[src/rtl/pwm_dac_pkg.sv]
// Shared types and helpers for the PWM DAC transmitter.
package pwm_dac_pkg;

  localparam int unsigned CODE_W = 8;

  typedef enum logic [1:0] {
    DISABLED = 2'd0,
    SETTLING = 2'd1,
    SETTLED  = 2'd2
  } pwm_state_t;

  // Scale an 8-bit code up to an n-bit compare threshold (n >= CODE_W, n <= 32).
  function automatic logic [31:0] dac_threshold(input logic [CODE_W-1:0] code,
                                                input int unsigned n);
    logic [31:0] wide;
    wide = {{(32 - CODE_W){1'b0}}, code};
    return wide << (n - CODE_W);
  endfunction

endpackage

[src/rtl/pwm_period_counter.sv]
// Free-running period counter; held at zero while cleared.
module pwm_period_counter #(
  parameter int unsigned N = 8
) (
  input  logic         clk,
  input  logic         reset,
  input  logic         clear,
  input  logic         run,
  output logic [N-1:0] cnt,
  output logic         wrap,
  output logic         at_zero
);

  logic [N-1:0] cnt_q;

  always_ff @(posedge clk) begin
    if (reset || clear) begin
      cnt_q <= '0;
    end else if (run) begin
      cnt_q <= cnt_q + N'(1);
    end
  end

  assign cnt     = cnt_q;
  assign wrap    = run && (cnt_q == '1);
  assign at_zero = run && (cnt_q == '0);

endmodule

[src/rtl/pwm_dac_tx.sv]
// PWM DAC transmitter: handshake-fed duty code, applied only at period boundaries,
// with a settle flag for the downstream comparator.
module pwm_dac_tx
  import pwm_dac_pkg::*;
#(
  parameter int unsigned N              = 8,
  parameter int unsigned SETTLE_PERIODS = 4
) (
  input  logic              clk,
  input  logic              reset,
  input  logic              enable,
  input  logic [CODE_W-1:0] code_in,
  input  logic              code_valid,
  output logic              code_ready,
  output logic              pwm_out,
  output logic              period_start,
  output logic [CODE_W-1:0] active_code,
  output logic              settled
);

  localparam logic [7:0] SettleMax = 8'(SETTLE_PERIODS);

  pwm_state_t        state_q, state_d;
  logic [CODE_W-1:0] active_q, active_d;
  logic [CODE_W-1:0] pend_q, pend_d;
  logic              pend_full_q, pend_full_d;
  logic [7:0]        settle_q, settle_d;
  logic              pwm_q, pwm_d;
  logic              ps_q, ps_d;

  logic              running;
  logic              accept;
  logic              wrap;
  logic              at_zero;
  logic              code_change;
  logic [N-1:0]      cnt;
  logic [31:0]       thr;

  assign running = enable && (state_q != DISABLED);
  assign accept  = code_valid && !pend_full_q;
  assign thr     = dac_threshold(active_q, N);

  pwm_period_counter #(
    .N (N)
  ) u_period_counter (
    .clk     (clk),
    .reset   (reset),
    .clear   (!running),
    .run     (running),
    .cnt     (cnt),
    .wrap    (wrap),
    .at_zero (at_zero)
  );

  always_comb begin
    active_d    = active_q;
    pend_d      = pend_q;
    pend_full_d = pend_full_q;
    if (!running) begin
      // No period in flight, so nothing can be truncated: load straight away.
      if (accept) begin
        active_d = code_in;
      end
    end else if (wrap) begin
      if (pend_full_q) begin
        active_d    = pend_q;
        pend_full_d = 1'b0;
      end else if (accept) begin
        active_d = code_in;
      end
    end else if (accept) begin
      pend_d      = code_in;
      pend_full_d = 1'b1;
    end
  end

  assign code_change = (active_d != active_q);

  always_comb begin
    settle_d = settle_q;
    if (!running || code_change) begin
      settle_d = '0;
    end else if (wrap && (settle_q != SettleMax)) begin
      settle_d = settle_q + 8'd1;
    end
  end

  always_comb begin
    state_d = state_q;
    if (!enable) begin
      state_d = DISABLED;
    end else begin
      unique case (state_q)
        DISABLED: state_d = SETTLING;
        SETTLING: if (settle_d == SettleMax) state_d = SETTLED;
        SETTLED:  if (code_change) state_d = SETTLING;
        default:  state_d = DISABLED;
      endcase
    end
  end

  assign pwm_d = running && (32'(cnt) < thr);
  assign ps_d  = at_zero;

  always_ff @(posedge clk) begin
    if (reset) begin
      state_q     <= DISABLED;
      active_q    <= '0;
      pend_q      <= '0;
      pend_full_q <= 1'b0;
      settle_q    <= '0;
      pwm_q       <= 1'b0;
      ps_q        <= 1'b0;
    end else begin
      state_q     <= state_d;
      active_q    <= active_d;
      pend_q      <= pend_d;
      pend_full_q <= pend_full_d;
      settle_q    <= settle_d;
      pwm_q       <= pwm_d;
      ps_q        <= ps_d;
    end
  end

  assign code_ready   = !pend_full_q;
  assign pwm_out      = pwm_q;
  assign period_start = ps_q;
  assign active_code  = active_q;
  assign settled      = (state_q == SETTLED);

endmodule
[config.mk]
export PLATFORM = sky130hd
export DESIGN_NAME = pwm_dac_tx
export DESIGN_NICKNAME = d
export VERILOG_FILES = /design/src/rtl/pwm_dac_pkg.sv /design/src/rtl/pwm_period_counter.sv /design/src/rtl/pwm_dac_tx.sv
export SDC_FILE = /design/constraint.sdc
export NUM_CORES = 1
export LEC_CHECK = 0
export CAP_MARGIN = 0
export CORE_ASPECT_RATIO = 0.7
export CORE_MARGIN = 2
export CORE_UTILIZATION = 50
export DETAILED_ROUTE_END_ITERATION = 10
export MAX_ROUTING_LAYER = met4
export PLACE_DENSITY = 0.8
export SLEW_MARGIN = 15
export SYNTH_ARGS = -nofsm -noshare
export SYNTH_HDL_FRONTEND = slang
export SYNTH_SLANG_ARGS = --single-unit
[constraint.sdc]
create_clock -name clk -period 3.4 [get_ports clk]
set_clock_uncertainty 0.05 [all_clocks]
set_input_delay 1.02 -clock clk [delete_from_list [all_inputs] [get_ports clk]]
set_output_delay 1.02 -clock clk [all_outputs]
set_load 0.02 [all_outputs]
======== Yosys cells after proc, flatten, opt, wreduce, memory -nomap -nowiden ========
Index checks and enable logic that the tools add are counted.
operators by class
  order comparisons ....................... 1
  mux-type cells .......................... 11
  reductions and logical operators ........ 18
  equality and inequality tests ........... 8
  add/subtract/negate cells ............... 2
  bitwise gates (word level) .............. 2
operators by type and width
  operator               count
  $mux W8                6
  $add A8 B1 Y8 const B  2
  $eq A8 B3 Y1 const B   1
  $eq A8 B8 Y1 const B   1
  $logic_not A8 Y1       1
  $lt A8 B8 Y1           1
  $ne A8 B3 Y1 const B   1
  $ne A8 B8 Y1           1
  $logic_and A1 B1 Y1    6
  $pmux W2 S3            1
  $mux W2                2
  $reduce_and A2 Y1      2
  $reduce_bool A2 Y1     2
  $reduce_and A3 Y1      1
  $eq A2 B1 Y1 const B   1
  $eq A2 B2 Y1 const B   1
  $logic_not A1 Y1       2
  $logic_not A2 Y1       1
  $logic_or A1 B1 Y1     2
  $mux W1                2
  $ne A2 B1 Y1 const B   1
  $ne A2 B2 Y1 const B   1
  $not A1 Y1             2
  $reduce_or A2 Y1       1
storage, ports and cells
  word-level logic and storage cells ...... 50
  output and inout bits ................... 12
  bits in registers ....................... 37
  input port bits ......................... 12

======== Depth between registers and ports, before layout ========
  word-level depth ........................ 12
  gate-level depth with buffers ........... 9
  mapped depth without buffers ............ 7

======== Cells and area by module ========
Synthesis repeated with hierarchy kept, for this count alone.
unflattened totals
  cell total of the unflattened synthesis .. 285
  area, all modules ....................... 2,264.7 µm²
by module, submodules not included
  module              instances  cells each  area each (µm²)
  pwm_dac_tx          1          239         1,870.5
  pwm_period_counter  1          46          394.1

======== Least setup slack after synthesis ========
OpenSTA, ideal clock, no wires.
  path type ............................... input-to-reg
  start point ............................. input port code_valid
  end point ............................... register settle_q[1]
  data required time ...................... 3,280 ps
  slack ................................... 654 ps
  arrival time ............................ 2,626 ps
  stages on the path ...................... 9
  cells stage by stage .................... buf_2 > nor2b_1 > clkbuf_1 > nand2_1 > a2bb2oi_1 > a22oi_1 > or4_1 > clkbuf_1 > a21oi_1
between the ends
  longest elaborated chain between the ends .. 8
RTL lines
  what                   line                                text
  start, declared        pwm_dac_tx.sv:13                    input logic code_valid,
  $logic_and A1 B1 Y1 *  pwm_dac_tx.sv:40                    assign accept = code_valid && !pend_full_q;
  $mux W8 *              pwm_dac_tx.sv:61, pwm_dac_tx.sv:68
  $mux W8                pwm_dac_tx.sv:65                    if (pend_full_q) begin
  $mux W8                pwm_dac_tx.sv:64                    end else if (wrap) begin
  $mux W8 *              pwm_dac_tx.sv:59                    if (!running) begin
  $ne A8 B8 Y1 *         pwm_dac_tx.sv:77                    assign code_change = (active_d != active_q);
  $logic_or A1 B1 Y1 *   pwm_dac_tx.sv:81                    if (!running || code_change) begin
  $mux W8 *              pwm_dac_tx.sv:81
  end signal, assigned   pwm_dac_tx.sv:119                   settle_q <= settle_d;
  end, declared          pwm_dac_tx.sv:27                    logic [7:0] settle_q, settle_d;
Mark *: on every way between the ends. The rest lies on a longest branch, timed or not.
A chain may end at the register's enable or synchronous reset.

======== Worst setup path after layout ========
  start point ............................. input port code_in[7]
  end point ............................... register settle_q[1]
between the ends
  longest elaborated chain between the ends .. 7
RTL lines
  what                  line                                text
  start, declared       pwm_dac_tx.sv:12                    input logic [CODE_W-1:0] code_in,
  $mux W8 *             pwm_dac_tx.sv:61, pwm_dac_tx.sv:68
  $mux W8               pwm_dac_tx.sv:65
  $mux W8               pwm_dac_tx.sv:64
  $mux W8 *             pwm_dac_tx.sv:59
  $ne A8 B8 Y1 *        pwm_dac_tx.sv:77
  $logic_or A1 B1 Y1 *  pwm_dac_tx.sv:81
  $mux W8 *             pwm_dac_tx.sv:81
Marked as above.

==> results.ini <==
[final_layout]
insertedDiodeCount = 0
final_common_cell = nor2_1
fin_nets = 324
drive_above_1_share_pct = 6.645
area_growth_pct = 17.33
fill_cells = 384
final_cell_mix = 41 x nor2_1, 37 x dfxtp_1, 25 x nand2_1
multi_input_comb_area_mm2 = 0.001405
final-seq-area_um2 = 740.7

[yosys]
syn_inst = 276
synth.largest_area_cell = dfxtp_1
synthFlopType = dfxtp_1
yosysUniqueCellTypes = 47
synth_area_mm2 = 0.002260
yosysWarningCount = 0
synth_edf_count = 0
avgSynthCellArea_um2 = 8.187
synth_area_leaders = dfxtp_1 33%, nor2_1 6.8%, ha_1 6.1%
syn_nets = 299
ys_seq_elements = 37
synthDominantCellAreaShare_pct = 32.78
ys_async_sr_fraction_pct = 0
synth-seq-area-share_pct = 32.78

[setup_path]
crit_fanout = 8
worst_ep_arrival_time_ps = 3210
critPathKind = input port to flip-flop
critPathTopFamily = compound AO/OA/AOI/OAI gates
rr_endpoint = state_q[1]
end_kind = flip-flop
regToRegSetupSlack_ps = 890
crit_required_ps = 3570
rr_worst_depth = 7
r2r-start = u_period_counter.cnt[0]
cp_cell_sequence = clkdlybuf4s50_1, xnor2_1, nand4_1, o41ai_1, a21oi_1, or4_1, a21oi_1
worst_path_largest_cell_delay_ps = 600
cpMaxStageDelayCell = or4_1
start_kind = input port
cpMostUsedCell = a21oi_1
cp_num_buf_inv = 1

[clocking]
clkLatencyLatePin_ps = 290
path_clk_slew_ps = 70
cts.sinks = 37
clock_path_buffers = 2
cts_root_buf = clkbuf_8
cts_buffers = 5
cts-htree-levels = 2
cts_tree = yes
cts_resized = 0
ctsHoldBuffers = 0
cts_setup_buffers = 0

[grt]
antenna_found_initial = 0
grt_pass1_vias = 1925
grt_pass1_wl_um = 9453
grt_use_total_pct = 24.49
gr-total-overflow = 0
grt_max_degree = 18

[floorplan]
start_util_pct = 51.90
die_area_mm2 = 0.005082
core_mm2 = 0.004354
row_count = 20
die_w_um = 84.35
dieHeight_um = 60.25
io_pins = 24

[power]
leakagePower_nw = 1.040
worst_ir_drop_vdd_mv = 0.2439
power_uw = 920.5
power_density_mw_per_mm2 = 347.2

[sta]
slew_violations = 0
max_freq_mhz = 329.1
min_period_ps = 3039
fin_crit_sh_pct = 89.38
hold_viol_final = 0
setup_tns_ps = 0
rsz0062_at_grt = no
maxSlewHeadroom_pct = 65.49
tightestPinTransition_ps = 517.7
setup_viol = 0

[routing]
routed_wl_um = 5410
vias = 2132
avgRoutedWirePerCell_um = 15.20
via_per_inst = 5.989
drtIter0Drc = 146
drc = 0
final_antenna_net_count = 0
dr.pass1.iters = 5

[placement]
dpl.hpwl_um = 4009
place_congestion = 0.8659
io_buffers = 23

[hold_path]
hold_end = pend_q[0]
whs_path_depth = 2
hold_start = pend_q[0]
min_path_type = flip-flop to flip-flop

[job]
drv_cap = 0

[run_status]
status = completed

==> sequential cells by signal, summed over array words and instances (netlist names) <==
name / flops
state_q: 2
u_period_counter.cnt: 8
pwm_out: 1
pend_q: 8
settle_q: 8
pend_full_q: 1
active_code: 8
period_start: 1
==> how the worst max path moves through the flow <==
stage               slack (ps)  startpoint     endpoint  depth (start not counted)
global route               150      enable   state_q[1]                          7
global placement           180      enable   state_q[1]                          7
detailed placement          90  code_in[7]  settle_q[1]                          7
finish                     360  code_in[7]  settle_q[1]                          7
CTS                        360  code_in[7]  settle_q[1]                          7
floorplan                  650  code_valid  settle_q[1]                          9
==> final cells by class <==
| type | instances | share of cell area, % |
|---|---|---|
| clock buffers | 7 | 3.256 |
| inverters | 14 | 1.982 |
| multi-input cells | 211 | 53.00 |
| flip-flops and latches | 37 | 27.94 |
| well taps | 55 | 2.596 |
| repair buffers | 32 | 11.23 |
==> report_power, final <==
group | leakage (nW) | internal [mW] | switching (mW)
combinational | 0.695 | 0.0685 | 0.0773
clock | 0.0443 | 0.161 | 0.151
sequential | 0.301 | 0.445 | 0.0176
total | 1.04 | 0.674 | 0.246
==> per-layer routing <==
metal,up-vias,part of all wire (%),GRT usage [%]
met1,990,49,34.00
met5,-,0,-
li1,1035,-,-
met2,99,41,36.51
met3,8,8.7,5.110
met4,0,1.1,6.349
==> cell families (layout without fill, tap and decap cells) <==
family	count (synthesis)	in the layout	synth area share (%)
simple gates	109	109	24.14
compound gates	54	54	16.89
flops	37	37	32.78
buf+inv	28	53	5.038
xor+xnor	25	25	9.690
mux	12	12	5.371
fa+ha+maj	11	11	6.091
==> synth_stat cells, types with 3 or more instances <==
| library cell | instances |
|---|---|
| nor2_1 | 41 |
| dfxtp_1 | 37 |
| nand2_1 | 25 |
| xnor2_1 | 14 |
| inv_1 | 13 |
| clkbuf_1 | 11 |
| ha_1 | 11 |
| mux2i_1 | 11 |
| xor2_1 | 11 |
| a311oi_1 | 10 |
| o21ai_0 | 10 |
| nand3_1 | 8 |
| a31oi_1 | 7 |
| a21oi_1 | 6 |
| nor3_1 | 6 |
| nand4_1 | 5 |
| nor4b_1 | 5 |
| a211oi_1 | 4 |
| and3_1 | 3 |
| nor2b_1 | 3 |
==> through the flow <==
stage                     setup WS (ps)  hold WS [ps]  instances  area, um2  util [%]
after floorplan                   654.2         398.0        276       2260         -
after global placement            177.4         420.3        349       2565     58.91
after detailed placement          90.81         439.0        349       2565     58.91
after CTS                         361.1         456.6        356       2651     60.89
after global routing              146.2         498.0        356       2651     60.89
final                             361.0         453.7        356       2651     60.89
==> worst register-to-register path, stage by stage (launching register included) <==
cell and delay (ps):
dfxtp_1 420, ha_1 270, nand4_2 160, or3_1 500, nor4_4 310, nand3_2 120
a2111oi_1 410, o2111a_1 210
No activity file was read; power rests on OpenSTA's default activity.
